--- config.mk ---
export PLATFORM = sky130hd
export DESIGN_NAME = bit_serializer_flat
export DESIGN_NICKNAME = d
export VERILOG_FILES = /design/src/rtl/bit_serializer_if.sv /design/src/rtl/bit_serializer.sv /design/src/flat_wrapper.sv
export SDC_FILE = /design/constraint.sdc
export NUM_CORES = 1
export LEC_CHECK = 0
export CORE_MARGIN = 1
export CORE_UTILIZATION = 55
export CTS_CLUSTER_DIAMETER = 30
export DETAILED_ROUTE_END_ITERATION = 10
export PLACE_DENSITY = 0.8
export SLEW_MARGIN = 25
export SYNTH_ARGS = -nofsm -noshare
export SYNTH_HDL_FRONTEND = slang
export SYNTH_SLANG_ARGS = --single-unit
--- constraint.sdc ---
create_clock -name clk -period 4.3 [get_ports clk]
set_clock_uncertainty 0.2 [all_clocks]
set_input_delay 0.86 -clock clk [delete_from_list [all_inputs] [get_ports clk]]
set_output_delay 0.86 -clock clk [all_outputs]
set_load 0.01 [all_outputs]
--- src/rtl/bit_serializer_if.sv ---
// bit_serializer_if: word handshake and serial output bundle of the serializer
//   din/din_valid/din_ready : parallel word handshake (source drives din, din_valid)
//   o/o_valid               : registered serial bit and its qualifier
//   busy                    : a word is buffered or being shifted
interface bit_serializer_if #(parameter int WIDTH = 8);
  logic [WIDTH-1:0] din;
  logic din_valid;
  logic din_ready;
  logic o;
  logic o_valid;
  logic busy;
  modport master(output din, din_valid, input din_ready, o, o_valid, busy);
  modport slave(input din, din_valid, output din_ready, o, o_valid, busy);
endinterface

--- src/rtl/bit_serializer.sv ---
// bit_serializer: one-word buffered parallel-to-serial shifter, gapless when refilled in time
//   clk : rising-edge clock
//   rst : asynchronous active-low reset
//   bus : slave side of bit_serializer_if (din/din_valid in, din_ready/o/o_valid/busy out)
module bit_serializer #(
  parameter int   WIDTH     = 8,
  parameter bit   MSB_FIRST = 1'b1,
  parameter logic IDLE_BIT  = 1'b0
) (
  input logic clk,
  input logic rst,
  bit_serializer_if.slave bus
);
  localparam int CW = $clog2(WIDTH);
  localparam logic [0:0] IDLE  = 1'b0;
  localparam logic [0:0] SHIFT = 1'b1;
  logic [0:0] state;
  logic [WIDTH-1:0] hold;
  logic [WIDTH-1:0] shift_reg;
  logic [CW-1:0] cnt;
  logic hold_full;
  logic o_r;
  logic o_valid_r;
  logic accept;
  logic load;
  // A load happens from IDLE or as the last bit leaves; the two never coincide with an accept.
  assign accept = bus.din_valid & ~hold_full;
  assign load = hold_full & (state == IDLE || cnt == '0);
  assign bus.din_ready = ~hold_full;
  assign bus.busy = hold_full | o_valid_r;
  assign bus.o = o_r;
  assign bus.o_valid = o_valid_r;
  always_ff @(posedge clk or negedge rst)
    if (!rst) begin
      state     <= IDLE;
      hold      <= '0;
      hold_full <= 1'b0;
      shift_reg <= '0;
      cnt       <= '0;
      o_r       <= IDLE_BIT;
      o_valid_r <= 1'b0;
    end else begin
      if (accept) hold <= bus.din;
      hold_full <= accept | (hold_full & ~load);
      if (load) begin
        shift_reg <= hold;
        cnt       <= CW'(WIDTH - 1);
        o_r       <= MSB_FIRST ? hold[WIDTH-1] : hold[0];
        o_valid_r <= 1'b1;
        state     <= SHIFT;
      end else if (state == SHIFT && cnt != '0) begin
        shift_reg <= MSB_FIRST ? shift_reg << 1 : shift_reg >> 1;
        cnt       <= cnt - 1'b1;
        o_r       <= MSB_FIRST ? shift_reg[WIDTH-2] : shift_reg[1];
      end else begin
        o_r       <= IDLE_BIT;
        o_valid_r <= 1'b0;
        state     <= IDLE;
      end
    end
endmodule

--- src/flat_wrapper.sv ---
// flat-port wrapper written by rule: the top's interface ports become plain ports
module bit_serializer_flat 
#(
  parameter int   WIDTH     = 8,
  parameter bit   MSB_FIRST = 1'b1,
  parameter logic IDLE_BIT  = 1'b0
)
  (clk, rst, bus_din, bus_din_valid, bus_din_ready, bus_o, bus_o_valid, bus_busy);
  bit_serializer_if #(.WIDTH(WIDTH)) bus_i ();
  input logic clk;
  input logic rst;
  input wire logic [$bits(bus_i.din)-1:0] bus_din;
  input wire logic [$bits(bus_i.din_valid)-1:0] bus_din_valid;
  output wire logic [$bits(bus_i.din_ready)-1:0] bus_din_ready;
  output wire logic [$bits(bus_i.o)-1:0] bus_o;
  output wire logic [$bits(bus_i.o_valid)-1:0] bus_o_valid;
  output wire logic [$bits(bus_i.busy)-1:0] bus_busy;
  assign bus_i.din = bus_din;
  assign bus_i.din_valid = bus_din_valid;
  assign bus_din_ready = bus_i.din_ready;
  assign bus_o = bus_i.o;
  assign bus_o_valid = bus_i.o_valid;
  assign bus_busy = bus_i.busy;
  bit_serializer #(.WIDTH(WIDTH), .MSB_FIRST(MSB_FIRST), .IDLE_BIT(IDLE_BIT)) u_core (.clk(clk), .rst(rst), .bus(bus_i));
endmodule
**Word level (Yosys, flattened, before mapping)**

Index checks and enable logic that the tools add are counted.

- Add/subtract/negate cells: 1
- Multiply operators: 0
- Divide/modulo/power cells: 0
- Magnitude comparators: 0
- Equality and inequality tests: 1
- Shift operators: 0
- Muxes and demuxes: 8
- Bitwise logic cells: 8
- Reductions and logical operators: 5

Operators by type and width:

| kind | count |
|---|---|
| 7-bit 2-to-1 mux | 2 |
| 3-bit 2-to-1 mux | 2 |
| 1-bit 2-to-1 mux | 4 |
| 1-bit bitwise AND | 3 |
| 3-bit zero test | 1 |
| 1-bit NOT | 3 |
| 3-bit nonzero test | 1 |
| 3-bit by 1-bit subtractor with 3-bit output, second input constant | 1 |
| 2-bit by 1-bit != test with 1-bit output, second input constant | 1 |
| 1-bit bitwise OR | 2 |
| 2-bit nonzero test | 1 |
| 1-bit logical AND | 1 |
| 1-bit logical OR | 1 |

- Register bits after elaboration: 21
- Bits in latches: 0
- Bits in writable memories: 0
- Memory bits (read-only): 0
- Bits of input ports: 11
- Word-level logic and storage cells: 29
- Memories: 0

**Logic depth before layout (Yosys ltp)**

Gate-level depths: netlist of the first run.

- Word-level depth: 6
- Depth in mapped cells: 7
- Mapped depth without buffers: 6

**Worst setup path before layout of the first run**

No wires, ideal clock.

- Path kind: reg2out
- Start point: register u_core.hold_full
- End point: output bus_busy
- Arrival: 0.956 ns
- Required time: 3.240 ns
- Path slack: 2.284 ns
- Cell stages (with the launch flop): 4
- Path buffers: 2
- Cell sequence: dfrtp_1 buf_6 clkbuf_8 or2_2

- Word-level cells in the longest chain between the ends: 1

RTL lines:

| item | line | RTL |
|---|---|---|
| start: declaration | bit_serializer.sv:21 | `logic hold_full;` |
| start signal: assignment | bit_serializer.sv:44 | `hold_full <= accept \| (hold_full & ~load);` |
| 1-bit bitwise OR | bit_serializer.sv:30 | `assign bus.busy = hold_full \| o_valid_r;` |
| end: declaration | flat_wrapper.sv:17 | `output wire logic [$bits(bus_i.busy)-1:0] bus_busy;` |

Every way passes these cells.

**Worst setup path in the final report of the first run**

Same ends and word-level chain as after synthesis.

==> summary.txt, run 1 <==
status = finished with violations
failing checks = design-rule violations
synthesized cell area = 952.2 µm²
Rows = 14
maximum root-to-sink buffer count = 2
Power Density = 652.8 nW/µm²
worst-margin pin slew = 0.6729 ns
Worst path max stage delay = 0.79 ns
Netlist cell types = 18
initial core utilization = 61.08%
Clk Latency, worst-skew pair = 0.29 ns
clock-pin slew on the worst setup and hold paths = 0.10 ns
CP endpoint kind = primary output
Startpoint Class = flop
total track usage = 17.17%
IO Port Bufs = 14
CTS H-Tree Depth = 1
drt pass-1 iters = 7
global-route wire length before repair = 2256 µm
post-synthesis sequential area ratio = 55.19%
vias in the first global route = 529
fin worst setup slack = 1.411 ns
Hold Path Class = input pin to async pin
via count = 550
endpoints failing setup = 0
met3 WL = 80 µm
min Tclk post-route = 2.889 ns
total congestion overflow = 0
final period utilization = 67.19%
Worst Setup Path Type = flop to primary output
dpl cell area = 1057 µm²
crit-path cells = or2_2 > clkdlybuf4s50_1
Synth Instances = 74
Final Max Slew Viols = 0
post_cts resized = 0
Boundary Pins = 15
final WL = 1296 µm
CTS Root Cell = clkbuf_4
Die Y-Extent = 43.61 µm
vias per cell = 5.340
P&R area growth vs syn = 13.27%
met2 WL = 576 µm
core area = 1559 µm²
Post-CTS Hold Buffers = 0
TritonCTS clock tree = yes
WP data required = 3.24 ns
area leader, netlist = dfrtp_1
setup TNS = 0 ns
Leakage = 0.5197 nW
#FFs+latches synth = 21
Setup WS pre-CTS = 1.739 ns
routability cong. = 0.6985
CTS Buf Count = 3
fin nets = 101
Post-DP HPWL = 903 µm
YS warnings = 0
Residual DRC = 3
WP data arrival = 1.83 ns
max FFs per register = 8
Starting DRT DRC Count = 16
# Post-CTS Setup Buffers = 0
Worst VDD drop = 0.4759 mV
top-area cell type share of the netlist area = 55.19%
number of nets still failing antenna checks after routing = 0
most frequent cells in the layout = dfrtp_1 (21), clkdlybuf4s50_1 (13), nand2_1 (8), mux2_4 (8)
Mapped Avg Cell Area = 12.87 µm²
Die W = 43.61 µm
Max-cap violations = 0
Sink Count = 21
RSZ-0062 raised after global routing = false
fmax = 346.1 MHz
# diodes = 0
Top Metal Used = met4
final instance area = 1079 µm²
Synth area leaders = dfrtp_1 (55%), mux2_4 (13%), mux2i_1 (7.4%)
largest net degree at the start of global routing = 24
relative slew slack = 55.14%
Mapped Nets = 87
Wirelength per Cell = 12.58 µm
commonest non-fill, non-tap cell in the layout = dfrtp_1
final-report hold violation count = 0
area of the die = 1901 µm²
fraction of layout cells with a size suffix above 1 = 18.39%
slowest CP cell = dfrtp_1
initial antenna violation count = 0
met1 WL = 616 µm
Max FO, Critical Path = 16
[per-layer routing]
layer,track usage (%),vias up
met5,0,-
met4,13.13,0
met3,2.500,4
met2,25.97,18
met1,22.32,255
li1,-,273
[kinds of logic after synthesis]
logic type      count (synthesis)  share of synthesized area [%]
flops                          21                          55.19
mux                            15                          19.97
buf+inv                         9                          7.358
compound gates                 11                          6.175
fa+ha+maj                       2                          2.628
simple gates                   16                          8.672
[layout make-up]
class | count | area, µm²
tap | 16 | 20.02
fill | 113 | 480.5
clock buffer | 4 | 26.28
multi-input combinational | 44 | 356.6
timing repair buffer | 14 | 135.1
inverter | 4 | 15.01
sequential | 21 | 525.5
[critical path: cells and delay by family, from the launching register on]
kind | cells | cell delay (ns)
buffers and inverters | 1 | 0.52
flip-flops | 1 | 0.79
AND/OR/NAND/NOR | 1 | 0.22
[report_power, final]
part,switching (W),leakage (nW),internal (W)
Clock,0.0000524,0.0150,0.0000361
Combinational,0.000105,0.250,0.000156
Sequential,0.0000707,0.255,0.000284
Total,0.000228,0.520,0.000476
[path summary, 6_finish.rpt]
check	from	endpoint	slack, ns	cells past startpoint
hold / removal	rst	u_core.hold[7]$_DFFE_PN0P_	0.29	1
max in group asynchronous	rst	u_core.hold[2]$_DFFE_PN0P_	3.31	1
hold reg to reg	u_core.cnt[0]$_DFFE_PN0P_	u_core.cnt[0]$_DFFE_PN0P_	0.29	1
min in group clk	u_core.cnt[0]$_DFFE_PN0P_	u_core.cnt[0]$_DFFE_PN0P_	0.29	1
setup / recovery	u_core.hold_full$_DFF_PN0_	bus_busy	1.41	2
setup reg to reg	u_core.cnt[0]$_DFFE_PN0P_	u_core.shift_reg[1]$_DFFE_PN0P_	2.38	5
[synthesized netlist by cell type]
| cell | n |
|---|---|
| nand2_1 | 8 |
| buf_6 | 1 |
| and2b_1 | 1 |
| a21oi_1 | 3 |
| mux2i_1 | 7 |
| a21o_2 | 1 |
| o21ai_0 | 7 |
| nor2b_4 | 1 |
| clkbuf_8 | 1 |
| inv_1 | 4 |
| nor3_1 | 3 |
| or2_2 | 2 |
| buf_2 | 2 |
| mux2_4 | 8 |
| nor2_1 | 1 |
| dfrtp_1 | 21 |
| buf_12 | 1 |
| ha_1 | 2 |
[through the flow]
step | util [%] | hold slack [ns] | instances | total power (W)
finish | 69.18 | 0.2892 | 103 | 0.0007040
global route | 69.18 | 0.3084 | 103 | 0.0007627
CTS | 69.50 | 0.2979 | 103 | 0.0007133
detailed placement | 67.82 | 0.2716 | 99 | 0.0006233
global placement | 67.82 | 0.2597 | 99 | 0.0006083
floorplan | - | 0.2445 | 74 | 0.0005804
Power figures use the tool's default switching activity.
==> run 2, diff against run 1 <==
Settings changed: CORE_UTILIZATION 55 to 51, PLACE_DENSITY 0.8 to 0.75.
Clock period 4.3 ns to 3 ns, I/O delays scaled along.
==> run 2 against run 1 <==
Against the previous run: sequential power up 40%; cell area up 3.2%; the run now ends clean; wire length up 16%; register-to-register slack worse by 1.3 ns; die area up 7.5%; highest routed layer unchanged; utilization down 5.4 points; first-iteration DRC count down 69%; via count up 5.5%; non-clock buffer count up 2; sequential share of layout area down 1.5 points; clock power up 59%.
==> summary.txt, run 2 (synthesis results as in run 1) <==
reg-to-reg startpoint = u_core.cnt[0]$_DFFE_PN0P_
# Post-CTS Setup Buffers = 0 (unchanged)
relative slew slack = 58.38% (+3.2 points)
number of nets still failing antenna checks after routing = 0 (unchanged)
fillers = 155 (+37%)
Post-CTS Hold Buffers = 0 (unchanged)
CP Capture Point = bus_busy
final period utilization = 83.41%
Worst Setup Path Type = flop to primary output
commonest non-fill, non-tap cell in the layout = dfrtp_1
endpoints failing setup = 0 (unchanged)
global-route wire length before repair = 2504 µm (+11%)
fmax = 399.6 MHz
CTS Buf Count = 3 (unchanged)
vias in the first global route = 589 (+11%)
post_cts resized = 0 (unchanged)
fin nets = 103 (+2.0%)
status = finished clean
core area = 1745 µm² (+12%)
RR Endpoint = u_core.bus.o$_DFF_PN0_
final-report hold violation count = 0 (unchanged)
Residual DRC = 0 (-3)
min Tclk post-route = 2.502 ns
Starting DRT DRC Count = 5 (-11)
CP Depth = 2 (unchanged)
Sink Count = 21 (unchanged)
worst-margin pin slew = 0.6243 ns (-0.04864 ns)
routability cong. = 0.7374 (+5.6%)
Boundary Pins = 15 (unchanged)
Multi-input gate area = 356.6 µm² (unchanged)
P&R area growth vs syn = 16.95%
maximum root-to-sink buffer count = 2 (unchanged)
final WL = 1498 µm (+16%)
crit-path cells = or2_2 > clkdlybuf4s50_1
CP endpoint kind = primary output
Min Hold Slack = 0.2862 ns (-0.003011 ns)
CTS H-Tree Depth = 1 (unchanged)
Worst VDD drop = 0.4953 mV (+4.1%)
R2R depth = 5 (unchanged)
initial core utilization = 54.55% (-6.5 points)
IO Port Bufs = 14 (unchanged)
Rows = 15 (+1)
Leakage = 0.5281 nW (+1.6%)
Final Max Slew Viols = 0 (unchanged)
Max-cap violations = 0 (unchanged)
Clk Latency, worst-skew pair = 0.31 ns (+0.02 ns)
via count = 580 (+5.5%)
Hold Path Class = flop to flop
CTS Root Cell = clkbuf_4
Post-DP HPWL = 995.4 µm (+10%)
Worst path max stage delay = 0.56 ns (-0.23 ns)
initial antenna violation count = 0 (unchanged)
drt pass-1 iters = 2 (-5)
Power Density = 933.6 nW/µm² (+43%)
max FFs per register = 8 (unchanged)
total track usage = 18.31% (+1.1 points)
FF/Latch Area = 525.5 µm² (unchanged)
Max FO, Critical Path = 11 (-5)
# diodes = 0 (unchanged)
Die W = 45.21 µm (+3.7%)
R2R Setup Slk = 1.08 ns (-1.30 ns)
RSZ-0062 raised after global routing = false
fraction of layout cells with a size suffix above 1 = 20.22% (+1.8 points)
TritonCTS clock tree = yes
largest net degree at the start of global routing = 24 (unchanged)
clock-pin slew on the worst setup and hold paths = 0.12 ns (+0.02 ns)
Wirelength per Cell = 13.14 µm (+4.4%)
Crit path max-delay family = flip-flops
WP data arrival = 1.70 ns (-0.13 ns)
WP data required = 2.20 ns (-1.04 ns)
Die Y-Extent = 45.21 µm (+3.7%)
crit path launch = u_core.hold_full$_DFF_PN0_
total congestion overflow = 0 (unchanged)
vias per cell = 5.088 (-4.7%)
most frequent cells in the layout = dfrtp_1 (21), clkdlybuf4s50_1 (14), nand2_1 (8), mux2_4 (8)
setup TNS = 0 ns (unchanged)
Buffers & Inverters on Critical Path = 1 (unchanged)
slowest CP cell = dfrtp_1
area of the die = 2044 µm² (+7.5%)
Startpoint Class = flop
## run 2: cell count changes in the layout (fill, tap and decap cells not counted)
cell / change
buf_4: +2
clkbuf_1: -1
clkdlybuf4s50_1: +1
clkinvlp_4: +1
buf_2: -1
## run 2: cell type report
cell class | count | share of cell area [%]
clock inverter | 1 | 0.6742
multi-input combinational | 44 | 32.02
inverter | 4 | 1.348
sequential | 21 | 47.19
tap | 25 | 2.809
clock buffer | 3 | 2.022
timing repair buffer | 16 | 13.93
## run 2: routing by layer
layer	up-vias	track usage, %	part of all wire (%)
li1	278	-	-
met1	285	20.32	46
met2	15	29.57	47
met3	2	8.800	5.4
met4	0	8.485	1.4
met5	-	0	0
## run 2: worst min-delay path by stage
| stage | from | endpoint | slack, ns | depth (start not counted) |
|---|---|---|---|---|
| final | u_core.cnt[0]$_DFFE_PN0P_ | u_core.cnt[0]$_DFFE_PN0P_ | 0.29 | 1 |
| after global routing | u_core.cnt[0]$_DFFE_PN0P_ | u_core.cnt[0]$_DFFE_PN0P_ | 0.33 | 1 |
| after CTS | u_core.cnt[0]$_DFFE_PN0P_ | u_core.cnt[0]$_DFFE_PN0P_ | 0.28 | 1 |
| after detailed placement | u_core.cnt[0]$_DFFE_PN0P_ | u_core.cnt[0]$_DFFE_PN0P_ | 0.27 | 1 |
| after global placement | u_core.shift_reg[2]$_DFFE_PN0P_ | u_core.shift_reg[3]$_DFFE_PN0P_ | 0.26 | 2 |
| after floorplan | rst | u_core.bus.o$_DFF_PN0_ | 0.10 | 0 |
## run 2: stage by stage
stage / total power (W) / setup slack (ns) / instance area [µm²] / instances / util (%)
floorplan: 0.0008320 / 1.244 / 952.2 / 74 / -
global placement: 0.0008867 / 0.8692 / 1084 / 110 / 62.08
detailed placement: 0.0009064 / 0.8488 / 1084 / 110 / 62.08
CTS: 0.001052 / 0.4837 / 1114 / 114 / 63.80
global route: 0.001128 / 0.4159 / 1114 / 114 / 63.80
finish: 0.001040 / 0.4978 / 1114 / 114 / 63.80
## run 2: power by group
part           internal, W  switching (W)  total [W]
Combinational     0.000232       0.000170   0.000403
Clock            0.0000509      0.0000903   0.000141
Sequential        0.000407      0.0000889   0.000496
==> run 3, diff against run 2 <==
Settings changed: CORE_UTILIZATION 51 to 46, PLACE_DENSITY 0.75 to 0.72.
Clock period 3 ns to 2.2 ns, I/O delays scaled along.
==> run 3 against run 2 <==
Against the previous run: sequential share of layout area fell by 0.26 points; power rose by 35%; cell area is 0.56% higher; worst hold slack worse by 0.0063 ns; critical path type unchanged; largest cell class unchanged.
==> summary.txt, run 3 (synthesis results as in run 1) <==
status = finished clean
total congestion overflow = 0 (unchanged)
Crit path max-delay family = buffers and inverters
Worst path max stage delay = 0.48 ns (-0.08 ns)
fmax = 474.4 MHz
drt pass-1 iters = 4 (+2)
via count = 549 (-5.3%)
Hold Path Class = input pin to async pin
Max-cap violations = 0 (unchanged)
CTS Buf Count = 3 (unchanged)
worst-margin pin slew = 0.3718 ns (-0.2525 ns)
relative slew slack = 75.16% (+17 points)
dpl cell area = 1094 µm² (+0.92%)
most frequent cells in the layout = dfrtp_1 (21), clkdlybuf4s50_1 (14), nand2_1 (8), mux2_4 (8)
Rows = 16 (+1)
vias per cell = 4.692 (-7.8%)
min Tclk post-route = 2.108 ns
Clk Latency, worst-skew pair = 0.29 ns (-0.02 ns)
Starting DRT DRC Count = 4 (-1)
routability cong. = 0.6752 (-8.4%)
number of nets still failing antenna checks after routing = 0 (unchanged)
Post-DP HPWL = 1041 µm (+4.5%)
Sink Count = 21 (unchanged)
clock-pin slew on the worst setup and hold paths = 0.11 ns (about the same)
Worst VDD drop = 0.4928 mV (-0.50%)
final WL = 1402 µm (-6.4%)
Startpoint Class = flop
IO Port Bufs = 14 (unchanged)
core area = 1962 µm² (+12%)
# Post-CTS Setup Buffers = 0 (unchanged)
# diodes = 0 (unchanged)
final-report hold violation count = 0 (unchanged)
Boundary Pins = 15 (unchanged)
commonest non-fill, non-tap cell in the layout = dfrtp_1
initial antenna violation count = 0 (unchanged)
crit path launch = u_core.hold_full$_DFF_PN0_
endpoints failing setup = 0 (unchanged)
Post-CTS Hold Buffers = 0 (unchanged)
Leakage = 0.5335 nW (+1.0%)
crit-path cells = or2_2 > clkdlybuf4s50_1
reg-to-reg startpoint = u_core.cnt[0]$_DFFE_PN0P_
post_cts resized = 0 (unchanged)
R2R Setup Slk = 0.52 ns (-0.56 ns)
CTS H-Tree Depth = 1 (unchanged)
global-route wire length before repair = 2221 µm (-11%)
CP endpoint kind = primary output
fraction of layout cells with a size suffix above 1 = 20.00% (-0.22 points)
Die W = 47.50 µm (+5.1%)
largest net degree at the start of global routing = 24 (unchanged)
total track usage = 14.16% (-4.2 points)
Die Y-Extent = 47.50 µm (+5.1%)
maximum root-to-sink buffer count = 2 (unchanged)
area of the die = 2256 µm² (+10%)
CTS Root Cell = clkbuf_4
Residual DRC = 0 (unchanged)
Buffers & Inverters on Critical Path = 1 (unchanged)
P&R area growth vs syn = 17.61%
Final Max Slew Viols = 0 (unchanged)
Power Density = 1258 nW/µm² (+35%)
RSZ-0062 raised after global routing = false
TritonCTS clock tree = yes
fillers = 187 (+21%)
setup TNS = 0 ns (unchanged)
max FFs per register = 8 (unchanged)
initial core utilization = 48.53% (-6.0 points)
fin nets = 104 (+0.97%)
WP data arrival = 1.47 ns (-0.23 ns)
Worst Setup Path Type = flop to primary output
vias in the first global route = 509 (-14%)
WP data required = 1.56 ns (-0.64 ns)
slowest CP cell = clkdlybuf4s50_1
Max FO, Critical Path = 3 (-8)
final instance area = 1120 µm² (+0.56%)
final period utilization = 95.81%
Wirelength per Cell = 11.98 µm (-8.8%)
[run 3: cell count changes in the layout (fill, tap and decap cells not counted)]
cell | previous run | this run
clkbuf_1 | 0 | 1
clkinvlp_4 | 1 | 0
buf_4 | 2 | 3
[run 3: per-stage QoR]
stage	power [W]	hold slack [ns]	setup WS (ns)	cells	util, %
after global routing	0.001526	0.2919	0.04350	117	57.08
after detailed placement	0.001256	0.2744	0.2554	113	55.74
after CTS	0.001431	0.2790	0.07274	117	57.08
final	0.001408	0.2799	0.09212	117	57.08
after global placement	0.001218	0.2589	0.3031	113	55.74
after floorplan	0.001135	-0.05559	0.6036	74	-
[run 3: layout make-up]
cell class	instances	area, µm²	area share, %
timing repair buffer	17	162.7	14.53
tap	27	33.78	3.017
clock buffer	4	26.28	2.346
multi-input combinational	44	356.6	31.84
inverter	4	15.01	1.341
sequential	21	525.5	46.93
[run 3: worst register-to-register path: cells and delay by family (launching register included)]
kind	cells	cell delay [ns]
flip-flops	1	0.41
adder cells (fa/ha/maj)	2	0.26
AND/OR/NAND/NOR	2	0.44
buffers and inverters	2	0.25
[run 3: worst paths after layout]
path | to | cells past startpoint
max in group asynchronous | u_core.hold_full$_DFF_PN0_ | 2
setup reg to reg | u_core.bus.o_valid$_DFFE_PN0P_ | 6
setup / recovery | bus_busy | 2
hold / removal | u_core.hold[6]$_DFFE_PN0P_ | 2
hold reg to reg | u_core.shift_reg[5]$_DFFE_PN0P_ | 2
min in group clk | u_core.shift_reg[5]$_DFFE_PN0P_ | 2
[run 3: metal layers]
layer,global-route usage [%],part of all wire [%]
met1,17.96,45
met2,24.11,52
met3,2.642,3.1
met4,5.143,0
met5,0,0
[run 3: where the power goes]
| group | internal (W) | switching (W) |
|---|---|---|
| logic | 0.000327 | 0.000254 |
| registers | 0.000556 | 0.0000955 |
| clock network | 0.0000704 | 0.000105 |
| total | 0.000953 | 0.000455 |
